File: src/rtl/wb_sram_arbiter_if.sv
// Signal bundle between the two Wishbone masters, the arbiter and the SRAM controller slave port.
// The slave modport is the arbiter's view; the master modport is the surrounding system's view.
interface wb_sram_arbiter_if;
  logic        m0_cyc_i;
  logic        m0_stb_i;
  logic        m0_we_i;
  logic [31:0] m0_adr_i;
  logic [3:0]  m0_sel_i;
  logic [31:0] m0_dat_i;
  logic [31:0] m0_dat_o;
  logic        m0_ack_o;
  logic        m0_err_o;

  logic        m1_cyc_i;
  logic        m1_stb_i;
  logic        m1_we_i;
  logic [31:0] m1_adr_i;
  logic [3:0]  m1_sel_i;
  logic [31:0] m1_dat_i;
  logic [31:0] m1_dat_o;
  logic        m1_ack_o;
  logic        m1_err_o;

  logic        s_cyc_o;
  logic        s_stb_o;
  logic        s_we_o;
  logic [31:0] s_adr_o;
  logic [3:0]  s_sel_o;
  logic [31:0] s_dat_o;
  logic [31:0] s_dat_i;
  logic        s_ack_i;

  modport slave (
    input  m0_cyc_i, m0_stb_i, m0_we_i, m0_adr_i, m0_sel_i, m0_dat_i,
    output m0_dat_o, m0_ack_o, m0_err_o,
    input  m1_cyc_i, m1_stb_i, m1_we_i, m1_adr_i, m1_sel_i, m1_dat_i,
    output m1_dat_o, m1_ack_o, m1_err_o,
    output s_cyc_o, s_stb_o, s_we_o, s_adr_o, s_sel_o, s_dat_o,
    input  s_dat_i, s_ack_i
  );

  modport master (
    output m0_cyc_i, m0_stb_i, m0_we_i, m0_adr_i, m0_sel_i, m0_dat_i,
    input  m0_dat_o, m0_ack_o, m0_err_o,
    output m1_cyc_i, m1_stb_i, m1_we_i, m1_adr_i, m1_sel_i, m1_dat_i,
    input  m1_dat_o, m1_ack_o, m1_err_o,
    input  s_cyc_o, s_stb_o, s_we_o, s_adr_o, s_sel_o, s_dat_o,
    output s_dat_i, s_ack_i
  );
endinterface

File: src/rtl/wb_sram_arbiter.sv
// Two-master Wishbone arbiter for the SRAM controller: round-robin on ties, latched slave request,
// one idle cycle after every completion, and a watchdog that errors a transaction the slave never acks.
module wb_sram_arbiter #(
  parameter int unsigned timeout_cycles = 255
) (
  input logic               clk,
  input logic               reset,
  wb_sram_arbiter_if.slave  bus
);

  typedef enum logic [1:0] {StIdle, StBusy0, StBusy1, StHold} state_e;

  localparam bit          WdEnable = (timeout_cycles != 0);
  localparam logic [15:0] WdLast   = 16'(timeout_cycles - 1);

  state_e      state_q;
  logic        lg_q;
  logic [15:0] wd_q;
  logic        stb_q;
  logic        we_q;
  logic [31:0] adr_q;
  logic [31:0] dat_q;
  logic [3:0]  sel_q;

  logic req0, req1, grant1, busy0, busy1, wd_expire;

  always_comb begin
    req0      = bus.m0_cyc_i & bus.m0_stb_i;
    req1      = bus.m1_cyc_i & bus.m1_stb_i;
    // On a tie the master that did not win last time gets the bus.
    grant1    = req1 & (~req0 | ~lg_q);
    busy0     = (state_q == StBusy0);
    busy1     = (state_q == StBusy1);
    wd_expire = WdEnable && (wd_q == WdLast);
  end

  always_ff @(posedge clk) begin
    if (reset) begin
      state_q <= StIdle;
      lg_q    <= 1'b1;
      wd_q    <= '0;
      stb_q   <= 1'b0;
      we_q    <= 1'b0;
      adr_q   <= '0;
      dat_q   <= '0;
      sel_q   <= '0;
    end else begin
      unique case (state_q)
        StIdle: begin
          if (req0 | req1) begin
            state_q <= grant1 ? StBusy1 : StBusy0;
            lg_q    <= grant1;
            wd_q    <= '0;
            stb_q   <= 1'b1;
            we_q    <= grant1 ? bus.m1_we_i  : bus.m0_we_i;
            adr_q   <= grant1 ? bus.m1_adr_i : bus.m0_adr_i;
            dat_q   <= grant1 ? bus.m1_dat_i : bus.m0_dat_i;
            sel_q   <= grant1 ? bus.m1_sel_i : bus.m0_sel_i;
          end
        end
        StBusy0, StBusy1: begin
          // Ack has priority over an expiring watchdog in the same cycle.
          if (bus.s_ack_i || wd_expire) begin
            state_q <= StHold;
            stb_q   <= 1'b0;
          end else begin
            wd_q <= wd_q + 16'd1;
          end
        end
        StHold: state_q <= StIdle;
        default: state_q <= StIdle;
      endcase
    end
  end

  assign bus.s_cyc_o  = stb_q;
  assign bus.s_stb_o  = stb_q;
  assign bus.s_we_o   = we_q;
  assign bus.s_adr_o  = adr_q;
  assign bus.s_dat_o  = dat_q;
  assign bus.s_sel_o  = sel_q;

  // A master that dropped cyc mid-transaction gets neither ack nor err.
  assign bus.m0_ack_o = busy0 & bus.s_ack_i & bus.m0_cyc_i;
  assign bus.m1_ack_o = busy1 & bus.s_ack_i & bus.m1_cyc_i;
  assign bus.m0_err_o = busy0 & ~bus.s_ack_i & wd_expire & bus.m0_cyc_i;
  assign bus.m1_err_o = busy1 & ~bus.s_ack_i & wd_expire & bus.m1_cyc_i;

  assign bus.m0_dat_o = bus.s_dat_i;
  assign bus.m1_dat_o = bus.s_dat_i;

endmodule
File: src/flat_wrapper.sv
// flat-port wrapper written by rule: the top's interface ports become plain ports
module wb_sram_arbiter_flat 
#(
  parameter int unsigned timeout_cycles = 255
)
  (clk, reset, bus_m0_cyc_i, bus_m0_stb_i, bus_m0_we_i, bus_m0_adr_i, bus_m0_sel_i, bus_m0_dat_i, bus_m0_dat_o, bus_m0_ack_o, bus_m0_err_o, bus_m1_cyc_i, bus_m1_stb_i, bus_m1_we_i, bus_m1_adr_i, bus_m1_sel_i, bus_m1_dat_i, bus_m1_dat_o, bus_m1_ack_o, bus_m1_err_o, bus_s_cyc_o, bus_s_stb_o, bus_s_we_o, bus_s_adr_o, bus_s_sel_o, bus_s_dat_o, bus_s_dat_i, bus_s_ack_i);
  wb_sram_arbiter_if bus_i ();
  input logic clk;
  input logic reset;
  input wire logic [$bits(bus_i.m0_cyc_i)-1:0] bus_m0_cyc_i;
  input wire logic [$bits(bus_i.m0_stb_i)-1:0] bus_m0_stb_i;
  input wire logic [$bits(bus_i.m0_we_i)-1:0] bus_m0_we_i;
  input wire logic [$bits(bus_i.m0_adr_i)-1:0] bus_m0_adr_i;
  input wire logic [$bits(bus_i.m0_sel_i)-1:0] bus_m0_sel_i;
  input wire logic [$bits(bus_i.m0_dat_i)-1:0] bus_m0_dat_i;
  output wire logic [$bits(bus_i.m0_dat_o)-1:0] bus_m0_dat_o;
  output wire logic [$bits(bus_i.m0_ack_o)-1:0] bus_m0_ack_o;
  output wire logic [$bits(bus_i.m0_err_o)-1:0] bus_m0_err_o;
  input wire logic [$bits(bus_i.m1_cyc_i)-1:0] bus_m1_cyc_i;
  input wire logic [$bits(bus_i.m1_stb_i)-1:0] bus_m1_stb_i;
  input wire logic [$bits(bus_i.m1_we_i)-1:0] bus_m1_we_i;
  input wire logic [$bits(bus_i.m1_adr_i)-1:0] bus_m1_adr_i;
  input wire logic [$bits(bus_i.m1_sel_i)-1:0] bus_m1_sel_i;
  input wire logic [$bits(bus_i.m1_dat_i)-1:0] bus_m1_dat_i;
  output wire logic [$bits(bus_i.m1_dat_o)-1:0] bus_m1_dat_o;
  output wire logic [$bits(bus_i.m1_ack_o)-1:0] bus_m1_ack_o;
  output wire logic [$bits(bus_i.m1_err_o)-1:0] bus_m1_err_o;
  output wire logic [$bits(bus_i.s_cyc_o)-1:0] bus_s_cyc_o;
  output wire logic [$bits(bus_i.s_stb_o)-1:0] bus_s_stb_o;
  output wire logic [$bits(bus_i.s_we_o)-1:0] bus_s_we_o;
  output wire logic [$bits(bus_i.s_adr_o)-1:0] bus_s_adr_o;
  output wire logic [$bits(bus_i.s_sel_o)-1:0] bus_s_sel_o;
  output wire logic [$bits(bus_i.s_dat_o)-1:0] bus_s_dat_o;
  input wire logic [$bits(bus_i.s_dat_i)-1:0] bus_s_dat_i;
  input wire logic [$bits(bus_i.s_ack_i)-1:0] bus_s_ack_i;
  assign bus_i.m0_cyc_i = bus_m0_cyc_i;
  assign bus_i.m0_stb_i = bus_m0_stb_i;
  assign bus_i.m0_we_i = bus_m0_we_i;
  assign bus_i.m0_adr_i = bus_m0_adr_i;
  assign bus_i.m0_sel_i = bus_m0_sel_i;
  assign bus_i.m0_dat_i = bus_m0_dat_i;
  assign bus_m0_dat_o = bus_i.m0_dat_o;
  assign bus_m0_ack_o = bus_i.m0_ack_o;
  assign bus_m0_err_o = bus_i.m0_err_o;
  assign bus_i.m1_cyc_i = bus_m1_cyc_i;
  assign bus_i.m1_stb_i = bus_m1_stb_i;
  assign bus_i.m1_we_i = bus_m1_we_i;
  assign bus_i.m1_adr_i = bus_m1_adr_i;
  assign bus_i.m1_sel_i = bus_m1_sel_i;
  assign bus_i.m1_dat_i = bus_m1_dat_i;
  assign bus_m1_dat_o = bus_i.m1_dat_o;
  assign bus_m1_ack_o = bus_i.m1_ack_o;
  assign bus_m1_err_o = bus_i.m1_err_o;
  assign bus_s_cyc_o = bus_i.s_cyc_o;
  assign bus_s_stb_o = bus_i.s_stb_o;
  assign bus_s_we_o = bus_i.s_we_o;
  assign bus_s_adr_o = bus_i.s_adr_o;
  assign bus_s_sel_o = bus_i.s_sel_o;
  assign bus_s_dat_o = bus_i.s_dat_o;
  assign bus_i.s_dat_i = bus_s_dat_i;
  assign bus_i.s_ack_i = bus_s_ack_i;
  wb_sram_arbiter #(.timeout_cycles(timeout_cycles)) u_core (.clk(clk), .reset(reset), .bus(bus_i));
endmodule
File: config.mk
export PLATFORM = sky130hd
export DESIGN_NAME = wb_sram_arbiter_flat
export DESIGN_NICKNAME = d
export VERILOG_FILES = /design/src/rtl/wb_sram_arbiter_if.sv /design/src/rtl/wb_sram_arbiter.sv /design/src/flat_wrapper.sv
export SDC_FILE = /design/constraint.sdc
export NUM_CORES = 1
export LEC_CHECK = 0
export BUFFER_PORTS_ARGS = -buffer_cell sky130_fd_sc_hd__buf_4
export CAP_MARGIN = 15
export CORE_MARGIN = 4
export CORE_UTILIZATION = 35
export CTS_BUF_LIST = sky130_fd_sc_hd__clkbuf_4 sky130_fd_sc_hd__clkbuf_8 sky130_fd_sc_hd__clkbuf_16
export DETAILED_ROUTE_END_ITERATION = 6
export PLACE_DENSITY = 0.7
export SETUP_SLACK_MARGIN = 0.02
export SLEW_MARGIN = 20
export SYNTH_ARGS = -nofsm -noshare
export SYNTH_HDL_FRONTEND = slang
export SYNTH_SLANG_ARGS = --single-unit
File: constraint.sdc
create_clock -name clk -period 2.51 [get_ports clk]
set_clock_uncertainty 0.05 [all_clocks]
set_input_delay 0.3765 -clock clk [delete_from_list [all_inputs] [get_ports clk]]
set_output_delay 0.3765 -clock clk [all_outputs]
set_load 0.03 [all_outputs]
* Word level (Yosys, flattened, before mapping)
Cells that the tools add are included.
** Cells by class
- Bitwise operators :: 18
- Equality and inequality tests :: 7
- Reductions and logical operators :: 8
- Add/sub/neg operators :: 1
- Mux-type cells :: 14
** Operators with widths (number)
- 32-bit 2-to-1 mux :: 2
- 16-bit 2-to-1 mux :: 2
- 16-bit one-hot mux with 2 select lines :: 1
- 16-bit by 1-bit adder with 16-bit output (second input constant) :: 1
- 16-bit by 8-bit == test with 1-bit output (second input constant) :: 1
- 1-bit AND :: 13
- 2-bit 2-to-1 mux :: 3
- 2-bit one-hot mux with 3 select lines :: 1
- 3-bit AND reduction :: 2
- 2-bit == test (second input constant) :: 2
- 4-bit 2-to-1 mux :: 1
- 2-bit by 1-bit inequality test with 1-bit output (second input constant) :: 2
- 2-bit AND reduction :: 2
- 1-bit 2-to-1 mux :: 3
- 1-bit NOT :: 3
- 2-bit by 1-bit == test with 1-bit output (second input constant) :: 1
- 2-bit zero test :: 1
- 2-bit inequality test (second input constant) :: 1
- 1-bit OR :: 2
- 1-bit one-hot mux with 2 select lines :: 1
- 2-bit nonzero test :: 1
- 2-bit OR reduction :: 1
- 1-bit logical OR :: 1
** Word-level totals
- Bits of input ports :: 177
- Word-level logic and storage cells :: 56
- Register bits after elaboration :: 89
- Output and inout bits :: 139

* Logic depth before layout (Yosys ltp)
- Depth in word-level cells :: 7
- Gate-level depth with buffers :: 8
- Depth with buffers taken out :: 7

* Worst setup path after synthesis
OpenSTA, ideal clock, no wires.
- Path kind :: register -> register
- From :: register u_core.wd_q[0]
- To :: register u_core.wd_q[3]
- Path buffers :: 0
- Path slack :: 0.601 ns
- Cell stages (with the launch flop) :: 8
- Arrival time :: 1.788 ns
- Data required time :: 2.390 ns
- Library setup time :: 0.070 ns
- Period minus slack after synthesis :: 1.909 ns
- Cell sequence :: dfxtp_1 -> inv_1 -> ha_1 -> and3b_1 -> nand4_1 -> nand2_1 -> or4b_2 -> a21oi_1
** On the way
- Word-level cells in the longest chain between the ends :: 4
- Elaborated cells on any way between the ends :: 7
- Those cells by class :: add/sub: 1; eq/ne: 2; mux: 2; reduce/logical: 2
** Ends and longest elaborated chain
- from (decl) :: line wb_sram_arbiter.sv:18 : logic [15:0] wd_q;
- from (signal assigned) :: line wb_sram_arbiter.sv:67 : wd_q <= wd_q + 16'd1;
- parallel branches: the longest is 4 deep, another holds 16-bit by 1-bit adder with 16-bit output
Parallel ways; which one is timed is not known. The select of a mux whose other input is x is not followed.
A chain may end at the register's enable or synchronous reset.

* Final worst setup path
- From :: register u_core.wd_q[11]
- To :: output bus_m1_err_o
** On the way
- Word-level cells in the longest chain between the ends :: 3
** Ends and longest elaborated chain
- 16-bit by 8-bit == test with 1-bit output :: line wb_sram_arbiter.sv:34 : wd_expire = WdEnable && (wd_q == WdLast);
- 1-bit AND (2 in a row) :: line wb_sram_arbiter.sv:87 : assign bus.m1_err_o = busy1 & ~bus.s_ack_i & wd_expire & bus.m1_cyc_i;
- to (decl) :: line flat_wrapper.sv:27 : output wire logic [$bits(bus_i.m1_err_o)-1:0] bus_m1_err_o;
No other way between the ends.

==> flow_metrics.env <==
export IMPL_critPathBufInv=1
export IMPL_clk_pwr_share_pct=23.7
export IMPL_fill_count=1248
export IMPL_worst_path_largest_cell_delay_ns=0.37
export IMPL_detail_route_antenna_nets=0
export IMPL_synthCells=533
export IMPL_final_layout_size_suffix_gt1_share_pct=37.8
export IMPL_synth_compound_area_share_pct=17.6
export IMPL_cts_htree_levels=3
export IMPL_drt_wirelength_per_cell_um=15.8
export IMPL_tritoncts="built"
export IMPL_initial_core_util_pct=35.8
export IMPL_setup_tns_final_ns=0
export IMPL_post_synth_mux_area_share_pct=14.6
export IMPL_synthAdderAreaFrac_pct=1.58
export IMPL_finalCritPeriodShare_pct=93.2
export IMPL_power_switching_uw=2330
export IMPL_synth_simple_gate_area_share_pct=14.5
export IMPL_route_final_wire_length_um=13500
export IMPL_floorplan_io_pins=316
export IMPL_die_height_um=124
export IMPL_run_status="complete, no violations"
export IMPL_synthesis_yosys_warnings=0
export IMPL_die_w_um=124
export IMPL_drtPass1Iterations=4
export IMPL_synthDominantCellAreaShare_pct=37.6
export IMPL_final_max_slew_viol_count=0
export IMPL_clkSlewWorstSetupHoldPaths_ns=0.07
export IMPL_syn_nets=716
export IMPL_max_slew_margin_rel_pct=31.9
export IMPL_synth_top_cell_by_area="sky130_fd_sc_hd__dfxtp_1"
export IMPL_min_path_type="in2reg"
export IMPL_yosys_area_share_xor_xnor_pct=0
export IMPL_timing_critical_path_max_delay_family="simple AND/OR/NAND/NOR gates"
export IMPL_first_global_vias=4274
export IMPL_syn_area_per_cell_um2=8.89
export IMPL_min_period_ns=2.34
export IMPL_globalRoute_totalOverflow=0
export IMPL_layout_cells_non_filler=853
export IMPL_combinationalPowerShare_pct=43.9
export IMPL_setup_repair_after_global_routing_missed_its_margin="no"
export IMPL_detail_route_drc_violations=0
export IMPL_internal_power_uw=3530
export IMPL_critical_path_endpoint_type="output pin"
export IMPL_grt_start_max_net_pins=92
export IMPL_timing_critical_path_arrival_ns=1.91
export IMPL_dp_hpwl_um=10300
export IMPL_reg2regPathDepth=6
export IMPL_via_count_normalized_by_instance_count=5.09
export IMPL_path_class="reg2out"
export IMPL_initial_antenna_violation_count=0
export IMPL_num_vias=4340
export IMPL_synth_seq_cells=89
export IMPL_hold_violation_count_in_the_final_report=0
export IMPL_holdWs_ns=0.328
export IMPL_crit_slowest_cell="sky130_fd_sc_hd__nor4_2"
export IMPL_initialDrtViolationCount=243
export IMPL_routabilityCongestion=0.879
export IMPL_timing_rr_end="u_core.wd_q[3]"
export IMPL_die_area_um2=15500
export IMPL_antenna_diode_count=0
export IMPL_irDropWorstVdd_v=0.000398
export IMPL_groute_usage_overall_pct=16.6
export IMPL_holdPathStages=3
export IMPL_worst_endpoint_required_ns=2.08
export IMPL_cp_max_fo=6
export IMPL_report_final_setup_viol=0
export IMPL_numPortBuffers=219
export IMPL_synth_edff_count=0
export IMPL_worst_pin_slew_ns=1.02
export IMPL_achievable_frequency_mhz=427
export IMPL_grt_pass1_wl_um=21700
export IMPL_layout_nets=855
export IMPL_hold_path_startpoint="bus_m0_adr_i[26]"
export IMPL_netlist_area_um2=4740
export IMPL_switching_share_pct=39.8
export IMPL_timing_rr_start="u_core.state_q[0]"
export IMPL_synth_distinct_cells=41
export IMPL_post_synth_top_count_cell="sky130_fd_sc_hd__dfxtp_1"
export IMPL_cellLeakagePower_uw=0.00270
export IMPL_synth_sequential_area_ratio_pct=37.6
export IMPL_whs_endpoint="u_core.bus.s_adr_o[26]"
export IMPL_synth_top_family_by_area="compound AO/OA/AOI/OAI gates"
export IMPL_async_flop_share_pct=0
export IMPL_setup_worst_path_start_class="flop"
export IMPL_clock_tree_buf_depth=2
export IMPL_setup_reg_to_reg_worst_slack_ns=0.22
export IMPL_seq_power_share_pct=32.5
export IMPL_cts_root_buffer_cell="sky130_fd_sc_hd__clkbuf_16"
export IMPL_core_area_um2=13200
export IMPL_cts_inserted_buffers=9
export IMPL_synthTopCellsByArea="sky130_fd_sc_hd__dfxtp_1 38%, sky130_fd_sc_hd__mux2i_1 15%, sky130_fd_sc_hd__a211oi_1 11%"
export IMPL_clk_insertion_delay_late_ns=0.33
export IMPL_synth_main_ff_cell="sky130_fd_sc_hd__dfxtp_1"
export IMPL_max_cap_check_violation_count=0
export IMPL_tritoncts_num_sinks=89
export IMPL_crit_path_start="u_core.wd_q[11]"
export IMPL_placedCellCount=837
export IMPL_powerDensity_nw_per_um2=908
export IMPL_netlist_top_cells_count="89 x sky130_fd_sc_hd__dfxtp_1, 75 x sky130_fd_sc_hd__nor2_1, 69 x sky130_fd_sc_hd__a211oi_1, 69 x sky130_fd_sc_hd__mux2i_1, 66 x sky130_fd_sc_hd__buf_4"
export IMPL_timing_critical_path_cells="nor4_2 > nand4_1 > nor3_2 > and3_1 > buf_4"
export IMPL_core_rowCount=42
export IMPL_area_growth_pct=36.1
==> what timing repair did <==
item,CTS,global route
pin swaps,0,1
setup endpoints to repair,2,3
setup buffers,0,0
hold buffers,0,0
gates resized for setup,1,2
==> worst reg2reg max path: stages, from the launching register on <==
cell and delay [ns]:
sky130_fd_sc_hd__dfxtp_1 0.36, sky130_fd_sc_hd__inv_1 0.09, sky130_fd_sc_hd__ha_1 0.25, sky130_fd_sc_hd__inv_1 0.14, sky130_fd_sc_hd__o211ai_1 0.39, sky130_fd_sc_hd__or4b_2 0.77, sky130_fd_sc_hd__a21oi_1 0.16
==> worst max-delay path by stage <==
stage                     slack [ns]               to  cells after the start
after floorplan                 0.60   u_core.wd_q[3]                      7
after global placement          0.29   u_core.wd_q[3]                      6
after detailed placement        0.21   u_core.wd_q[3]                      6
after CTS                       0.05     bus_m1_err_o                      5
after global routing            0.03  u_core.wd_q[13]                      7
final                           0.17     bus_m1_err_o                      5
==> area by class of cell <==
type                       count  area [um2]  share of cell area, %
clock buffer                  10         239                   3.70
clock inverter                 6        72.6                   1.12
inverter                       8        30.0                  0.465
multi-input combinational    334        2330                   36.1
sequential                    89        1780                   27.6
tap                          176         220                   3.41
timing repair buffer         230        1780                   27.5
==> cells in the final DEF, fill, tap and decap left out, types with 3 or more instances in the layout <==
master,count
sky130_fd_sc_hd__nand4_1,5
sky130_fd_sc_hd__nand2_1,20
sky130_fd_sc_hd__a31oi_1,10
sky130_fd_sc_hd__inv_1,8
sky130_fd_sc_hd__nand3_1,6
sky130_fd_sc_hd__o21a_1,3
sky130_fd_sc_hd__and3_1,6
sky130_fd_sc_hd__nor2_1,74
sky130_fd_sc_hd__dfxtp_1,89
sky130_fd_sc_hd__mux2i_1,69
sky130_fd_sc_hd__buf_4,226
sky130_fd_sc_hd__clkbuf_16,9
sky130_fd_sc_hd__or4_1,11
sky130_fd_sc_hd__a21oi_1,10
sky130_fd_sc_hd__a211oi_1,69
sky130_fd_sc_hd__ha_1,6
sky130_fd_sc_hd__buf_12,4
sky130_fd_sc_hd__o211ai_1,7
sky130_fd_sc_hd__o21ai_0,9
==> routing by layer <==
metal	wire, um	part of all wire, %	GRT usage, %	up-vias
met5	0	0	0	-
met4	439	3.3	7.61	0
met3	1150	8.5	4.89	34
met2	6630	49	27.8	207
met1	5260	39	19.7	1940
li1	-	-	-	2159
==> stage by stage <==
stage               util (%)  total power, uW  area, um2  setup WS [ns]
floorplan                  -             3710       4740          0.601
global placement        46.2             4450       6120          0.292
detailed placement      46.2             4520       6120          0.212
CTS                     48.6             5920       6440         0.0457
global route            48.7             6210       6450         0.0261
finish                  48.7             5860       6450          0.170
==> state kept, by name (all words and copies together) (netlist names) <==
signal	cells
u_core.bus.s_adr_o	32
u_core.bus.s_we_o	1
u_core.wd_q	16
u_core.state_q	2
u_core.lg_q	1
u_core.bus.s_cyc_o	1
u_core.bus.s_dat_o	32
u_core.bus.s_sel_o	4
==> logic make-up (layout without fill, tap and decap cells) <==
group           count (synthesis)  after routing
compound gates                118            118
fa+ha+maj                       6              6
buf+inv                       110            254
flops                          89             89
mux                            69             69
simple gates                  141            141
==> power groups by stage <==
stage | clock network, uW | logic, uW | registers (uW)
floorplan | 0 | 1250 | 2460
global placement | 0 | 2530 | 1920
detailed placement | 0 | 2590 | 1930
CTS | 1430 | 2590 | 1900
global route | 1490 | 2790 | 1940
finish | 1390 | 2570 | 1900
Power figures use the tool's default switching activity.
